===== config.mk =====
export PLATFORM = sky130hd
export DESIGN_NAME = top_r2b_converter
export DESIGN_NICKNAME = d
export VERILOG_FILES = /design/src/rtl/top_r2b_converter.sv
export SDC_FILE = /design/constraint.sdc
export NUM_CORES = 2
export LEC_CHECK = 0
export BUFFER_PORTS_ARGS = -buffer_cell sky130_fd_sc_hd__buf_2
export CORE_AREA = 2 2 542 652
export CTS_BUF_LIST = sky130_fd_sc_hd__clkbuf_4
export DETAILED_ROUTE_END_ITERATION = 10
export DIE_AREA = 0 0 544 654
export SKIP_LAST_GASP = 1
export SYNTH_ARGS = -nofsm -noshare
export SYNTH_HDL_FRONTEND = slang
export SYNTH_SLANG_ARGS = --single-unit

===== constraint.sdc =====
create_clock -name clk -period 6.7 [get_ports clk]
set_input_delay 0.67 -clock clk [delete_from_list [all_inputs] [get_ports clk]]
set_output_delay 0.67 -clock clk [all_outputs]
set_load 0.01 [all_outputs]

===== src/rtl/top_r2b_converter.sv =====
// rtl/top_r2b_converter.sv - row-major tile stream to BLOCK_SIZE x BLOCK_SIZE block stream converter
//
// Accepts a matrix as row-major tiles of TILE_SIZE elements and emits it as
// square blocks, one row-group (BLOCK_SIZE rows) at a time, using two
// ping-pong banks so one row-group can fill while the other drains.
//
// Ports:
//   clk        rising-edge clock
//   rst_n      asynchronous active-low reset
//   in_valid   input tile present
//   in_ready   converter accepts a tile this cycle
//   in_data    one tile, element i at [i*WIDTH +: WIDTH]
//   out_valid  output block present
//   out_ready  consumer accepts the block
//   out_data   one block, element (r,c) at [(r*BLOCK_SIZE+c)*WIDTH +: WIDTH]
//   done       one-cycle pulse after the last block of a matrix is transferred
module top_r2b_converter #(
    parameter int WIDTH      = 16,
    parameter int ROW        = 256,
    parameter int COL        = 64,
    parameter int BLOCK_SIZE = 2,
    parameter int TILE_SIZE  = 8
) (
    input  logic                                 clk,
    input  logic                                 rst_n,
    input  logic                                 in_valid,
    output logic                                 in_ready,
    input  logic [TILE_SIZE*WIDTH-1:0]           in_data,
    output logic                                 out_valid,
    input  logic                                 out_ready,
    output logic [BLOCK_SIZE*BLOCK_SIZE*WIDTH-1:0] out_data,
    output logic                                 done
);

    localparam int TILES = COL / TILE_SIZE;
    localparam int NBLK  = COL / BLOCK_SIZE;
    localparam int NGRP  = ROW / BLOCK_SIZE;
    localparam int TW    = (TILES > 1)      ? $clog2(TILES)      : 1;
    localparam int RW    = (BLOCK_SIZE > 1) ? $clog2(BLOCK_SIZE) : 1;
    localparam int BW    = (NBLK > 1)       ? $clog2(NBLK)       : 1;
    localparam int GW    = (NGRP > 1)       ? $clog2(NGRP)       : 1;
    localparam int BLKW  = BLOCK_SIZE * BLOCK_SIZE * WIDTH;

    localparam logic [TW-1:0] TILE_LAST = TW'(TILES - 1);
    localparam logic [RW-1:0] ROW_LAST  = RW'(BLOCK_SIZE - 1);
    localparam logic [BW-1:0] BLK_LAST  = BW'(NBLK - 1);
    localparam logic [GW-1:0] GRP_LAST  = GW'(NGRP - 1);

    if (COL % TILE_SIZE != 0) begin : g_chk_tile
        $error("COL must be a multiple of TILE_SIZE");
    end
    if (COL % BLOCK_SIZE != 0) begin : g_chk_col
        $error("COL must be a multiple of BLOCK_SIZE");
    end
    if (ROW % BLOCK_SIZE != 0) begin : g_chk_row
        $error("ROW must be a multiple of BLOCK_SIZE");
    end

    typedef enum logic [1:0] {
        BANK_EMPTY   = 2'd0,
        BANK_FILLING = 2'd1,
        BANK_FULL    = 2'd2
    } bank_state_e;

    bank_state_e     bank_q [2];
    bank_state_e     bank_d [2];
    logic            wr_sel_q, wr_sel_d;
    logic            rd_sel_q, rd_sel_d;
    logic [TW-1:0]   tile_idx_q, tile_idx_d;
    logic [RW-1:0]   row_in_grp_q, row_in_grp_d;
    logic [BW-1:0]   blk_idx_q, blk_idx_d;
    logic [GW-1:0]   grp_out_q, grp_out_d;
    logic            done_q, done_d;
    // Holds in_ready low through reset and releases it on the first edge after.
    logic            ready_en_q;

    logic            wr_fire, rd_fire, fill_last, drain_last;
    logic [BLKW-1:0] blk_data [2][NBLK];

    assign in_ready   = ready_en_q && (bank_q[wr_sel_q] != BANK_FULL);
    assign out_valid  = (bank_q[rd_sel_q] == BANK_FULL);
    assign wr_fire    = in_valid && in_ready;
    assign rd_fire    = out_valid && out_ready;
    assign fill_last  = wr_fire && (tile_idx_q == TILE_LAST) && (row_in_grp_q == ROW_LAST);
    assign drain_last = rd_fire && (blk_idx_q == BLK_LAST);
    assign done       = done_q;

    // Gating by out_valid keeps out_data at zero whenever no block is offered,
    // including during reset, without clearing the bank storage.
    assign out_data   = out_valid ? blk_data[rd_sel_q][blk_idx_q] : '0;

    always_comb begin
        bank_d       = bank_q;
        wr_sel_d     = wr_sel_q;
        rd_sel_d     = rd_sel_q;
        tile_idx_d   = tile_idx_q;
        row_in_grp_d = row_in_grp_q;
        blk_idx_d    = blk_idx_q;
        grp_out_d    = grp_out_q;
        done_d       = 1'b0;

        if (wr_fire) begin
            if (tile_idx_q == TILE_LAST) begin
                tile_idx_d   = '0;
                row_in_grp_d = (row_in_grp_q == ROW_LAST) ? '0 : row_in_grp_q + RW'(1);
            end else begin
                tile_idx_d = tile_idx_q + TW'(1);
            end
            bank_d[wr_sel_q] = fill_last ? BANK_FULL : BANK_FILLING;
            if (fill_last) begin
                wr_sel_d = ~wr_sel_q;
            end
        end

        // The fill bank is never FULL and the drain bank always is, so the two
        // updates above and below can never target the same bank.
        if (rd_fire) begin
            blk_idx_d = drain_last ? '0 : blk_idx_q + BW'(1);
        end
        if (drain_last) begin
            bank_d[rd_sel_q] = BANK_EMPTY;
            rd_sel_d         = ~rd_sel_q;
            grp_out_d        = (grp_out_q == GRP_LAST) ? '0 : grp_out_q + GW'(1);
            done_d           = (grp_out_q == GRP_LAST);
        end
    end

    always_ff @(posedge clk or negedge rst_n) begin
        if (!rst_n) begin
            bank_q[0]    <= BANK_EMPTY;
            bank_q[1]    <= BANK_EMPTY;
            wr_sel_q     <= 1'b0;
            rd_sel_q     <= 1'b0;
            tile_idx_q   <= '0;
            row_in_grp_q <= '0;
            blk_idx_q    <= '0;
            grp_out_q    <= '0;
            done_q       <= 1'b0;
            ready_en_q   <= 1'b0;
        end else begin
            bank_q       <= bank_d;
            wr_sel_q     <= wr_sel_d;
            rd_sel_q     <= rd_sel_d;
            tile_idx_q   <= tile_idx_d;
            row_in_grp_q <= row_in_grp_d;
            blk_idx_q    <= blk_idx_d;
            grp_out_q    <= grp_out_d;
            done_q       <= done_d;
            ready_en_q   <= 1'b1;
        end
    end

    // One register per bank element; each is written from its fixed tile lane
    // and wired straight into its slot of the block it belongs to.
    for (genvar k = 0; k < 2; k++) begin : g_bank
        for (genvar r = 0; r < BLOCK_SIZE; r++) begin : g_row
            for (genvar c = 0; c < COL; c++) begin : g_col
                logic [WIDTH-1:0] cell_q;

                always_ff @(posedge clk) begin
                    if (wr_fire && (wr_sel_q == 1'(k)) && (row_in_grp_q == RW'(r)) &&
                        (tile_idx_q == TW'(c / TILE_SIZE))) begin
                        cell_q <= in_data[(c % TILE_SIZE)*WIDTH +: WIDTH];
                    end
                end

                assign blk_data[k][c / BLOCK_SIZE][(r*BLOCK_SIZE + c % BLOCK_SIZE)*WIDTH +: WIDTH] = cell_q;
            end
        end
    end

endmodule

==> run metrics <==
CTS Root Cell clkbuf_4; setup ws final 330.3 ps; worst-case clock buffer depth 4; Flop pwr share 57.6%; DRT antenna net count 0; CP max stage delay 700 ps; Worst Path Max Fanout 30; Crit Path Class reg2out; Power Internal 39.32 mW; FF-to-FF setup slack 2780 ps; fill count 27787; Syn Area/Cell 22.77 sq um; ys async rst share 0.5825%; Final Setup Violations 0; worst-skew pair later-pin latency 1670 ps; Sw Share 22.04%; CTS tree yes; Initial Utilization 44.88%; drt wl/cell 31.12 um; global-route congestion overflow total 0; setup tns final 0 ps; number of global-route vias before repair 83544; R2R cell count 5; Post-Syn Nets 7026; crit path DAT 5700 ps; core box area 349300 sq um; Final Util 50.94%; largest net degree at the start of global routing 139; first-pass GRT wire length 596.8 mm; final clock skew 128.2 ps; final-stage net count 8149; #FFs+latches synth 4120; crit end category output pin; Setup Slack @ Placement 1881 ps; endpoints failing hold 0; routed vias/inst 5.952; DR vias 80008; # rows 238; drc violations 0; DPL Wire Length 214.6 mm; top cell type's share of synthesized area 78.45%; placed standard-cell area 163700 sq um; sequential area share after synthesis 78.83%; most used cell, CP buf_4; post-CTS setup buffers 0; WHS 197.1 ps; Final period util 95.07%; crit path buf inv count 4; instance count along the most critical hold path 2; EDFF count, synth 4096; Post-Place Cells 11537; Total GRT Usage 23.44%; distinct cell type count after synthesis 54; HP Class in2reg; TritonCTS buffer count 947; relative slew slack 14.28%; I/O Buffers 198; status finished, final reports clean; Tot Pwr 50.43 mW; cells after synthesis 6885; Critical Path, Cell by Cell buf_4, nand3b_1, buf_4, buf_4, o22ai_1, a211oi_1, o21ai_0, a22o_1, buf_2; most instantiated cells after synthesis 4096 x edfxtp_1, 874 x mux4_2, 456 x mux2i_1; Comb pwr share 3.1%; most common cell in the netlist edfxtp_1; die height 654 um; Startpoint Class register; dominant cells by area after synthesis edfxtp_1 78%, mux4_2 13%, mux2i_1 2.9%; Finished Cell Area 177900 sq um; Max-Cap Viols 0; hold endpoint g_bank[0].g_row[1].g_col[11].cell_q[6]$_DFFE_PP_; dominant cell type by area after synthesis edfxtp_1; post-layout minimum cycle time 6370 ps; initial antenna violation count 40; reg-to-reg critical path endpoint g_bank[0].g_row[0].g_col[0].cell_q[0]$_DFFE_PP_; cell family with most CP delay buffers and inverters; Slew @ Worst Pin 1286 ps; clock share of power 39.2%; Synth Warn # 0; full die area 355800 sq um; die width 544 um; DR pass1 iterations 5; fin cells 13443; required time worst endpoint 6030 ps; max-slew violations 0; leakage 55.16 nW; drt first-iter violations 8122; Main synth FF type edfxtp_1; worst r2r src wr_sel_q$_DFFE_PN0P_; Post-Syn Area 156800 sq um; I/O pin count 199; final wirelength 418.4 mm; PD cells 283.4 nW/um^2; worst vdd ir 207.9 uV; GPL Wtd Cong 0.7605; fmax 157.0 MHz; clock edge transition at the registers on the reported setup and hold paths 70 ps; ratio of cells with drive above 1 in the final layout 32.04%; htree depth 6; Setup crit start blk_idx_q[1]$_DFFE_PN0P_; unrepaired setup endpoints after global routing false; Area growth, synth to finish 13.49%; hold path startpoint in_data[54]; Max stage delay cell, worst path buf_4; clk sinks 4120; switching pwr 11.12 mW
==> how the worst max path moves through the flow <==
stage | endpoint | slack [ps] | depth (start not counted)
final | out_data[6] | 330 | 9
after global routing | out_data[6] | 120 | 7
after CTS | out_data[6] | 90 | 9
after detailed placement | out_data[6] | 1880 | 9
after global placement | out_data[3] | 1790 | 9
after floorplan | g_bank[0].g_row[1].g_col[32].cell_q[0]$_DFFE_PP_ | -550 | 5
==> cell usage in the layout (no fill, tap or decap), types with 8 or more instances in the layout <==
master,count
inv_6,11
dlygate4sd3_1,198
mux4_2,874
clkinv_2,18
a211oi_1,111
clkbuf_4,1398
buf_2,198
a22oi_1,75
o21ai_1,9
a221oi_1,21
a21o_1,9
mux2i_1,456
buf_12,49
dfrtp_1,19
nor2_4,34
a21oi_1,129
clkinv_1,214
ha_1,9
clkinv_4,8
buf_4,123
diode_2,17
nor3_1,10
inv_8,10
o21ai_0,97
nor2_1,24
bufinv_16,9
mux2_2,16
edfxtp_1,4096
a211o_1,20
o22ai_1,153
nand2_1,77
a22o_1,48
nand3_1,14
o221ai_1,75
==> power by group through the flow <==
stage,clock (mW),combinational (mW),sequential (mW)
2_1_floorplan,0,0.575,29.7
4_1_cts,20.3,1.60,29.1
6_report,19.8,1.59,29.1
5_1_grt,21.5,1.68,29.1
3_3_place_gp,0,1.44,29.6
3_5_place_dp,0,1.49,29.6
==> flip-flops by register name, indices dropped and copies added, names as in the netlist <==
name                       flops
done                           1
grp_out_q                      7
wr_sel_q                       1
bank_q                         4
blk_idx_q                      5
tile_idx_q                     3
g_bank.g_row.g_col.cell_q   4096
rd_sel_q                       1
ready_en_q                     1
row_in_grp_q                   1
==> per-layer routing <==
metal	vias up	share of wire, %	GRT usage (%)
met3	618	7.1	4.207
met2	3392	51	40.11
met4	28	2.2	6.415
met1	43454	39	30.86
li1	32516	-	-
met5	-	0.047	0
==> cell type report <==
type                            instances  area [sq um]  area share [%]
Timing Repair Buffer                  568          4877           2.741
Clock buffer                         1398         10500           5.898
Clock inverter                        289          1677          0.9423
Antenna cell                           17         42.54         0.02391
Inverter                               10         52.55         0.02953
Tap cell                             4680          5856           3.291
Multi-Input combinational cell       2361         31320           17.60
Sequential cell                      4120        123600           69.47
==> cell families after synthesis <==
| logic type | share of synthesized area [%] |
|---|---|
| adder cells (fa/ha/maj) | 0.07182 |
| buffers and inverters | 1.421 |
| multiplexers | 15.58 |
| other | 0.002392 |
| flip-flops | 78.83 |
| AO/OA/AOI/OAI | 3.444 |
| XOR/XNOR | 0.02793 |
| AND/OR/NAND/NOR | 0.6185 |
==> repair_timing <==
| action | CTS | global route |
|---|---|---|
| setup endpoints to repair | 0 | 1 |
| resized for setup | 0 | 1 |
| hold buffers | 202 | 0 |
| hold endpoints to repair | 4192 | 0 |
Note: power is estimated with default switching activity, not from simulation.
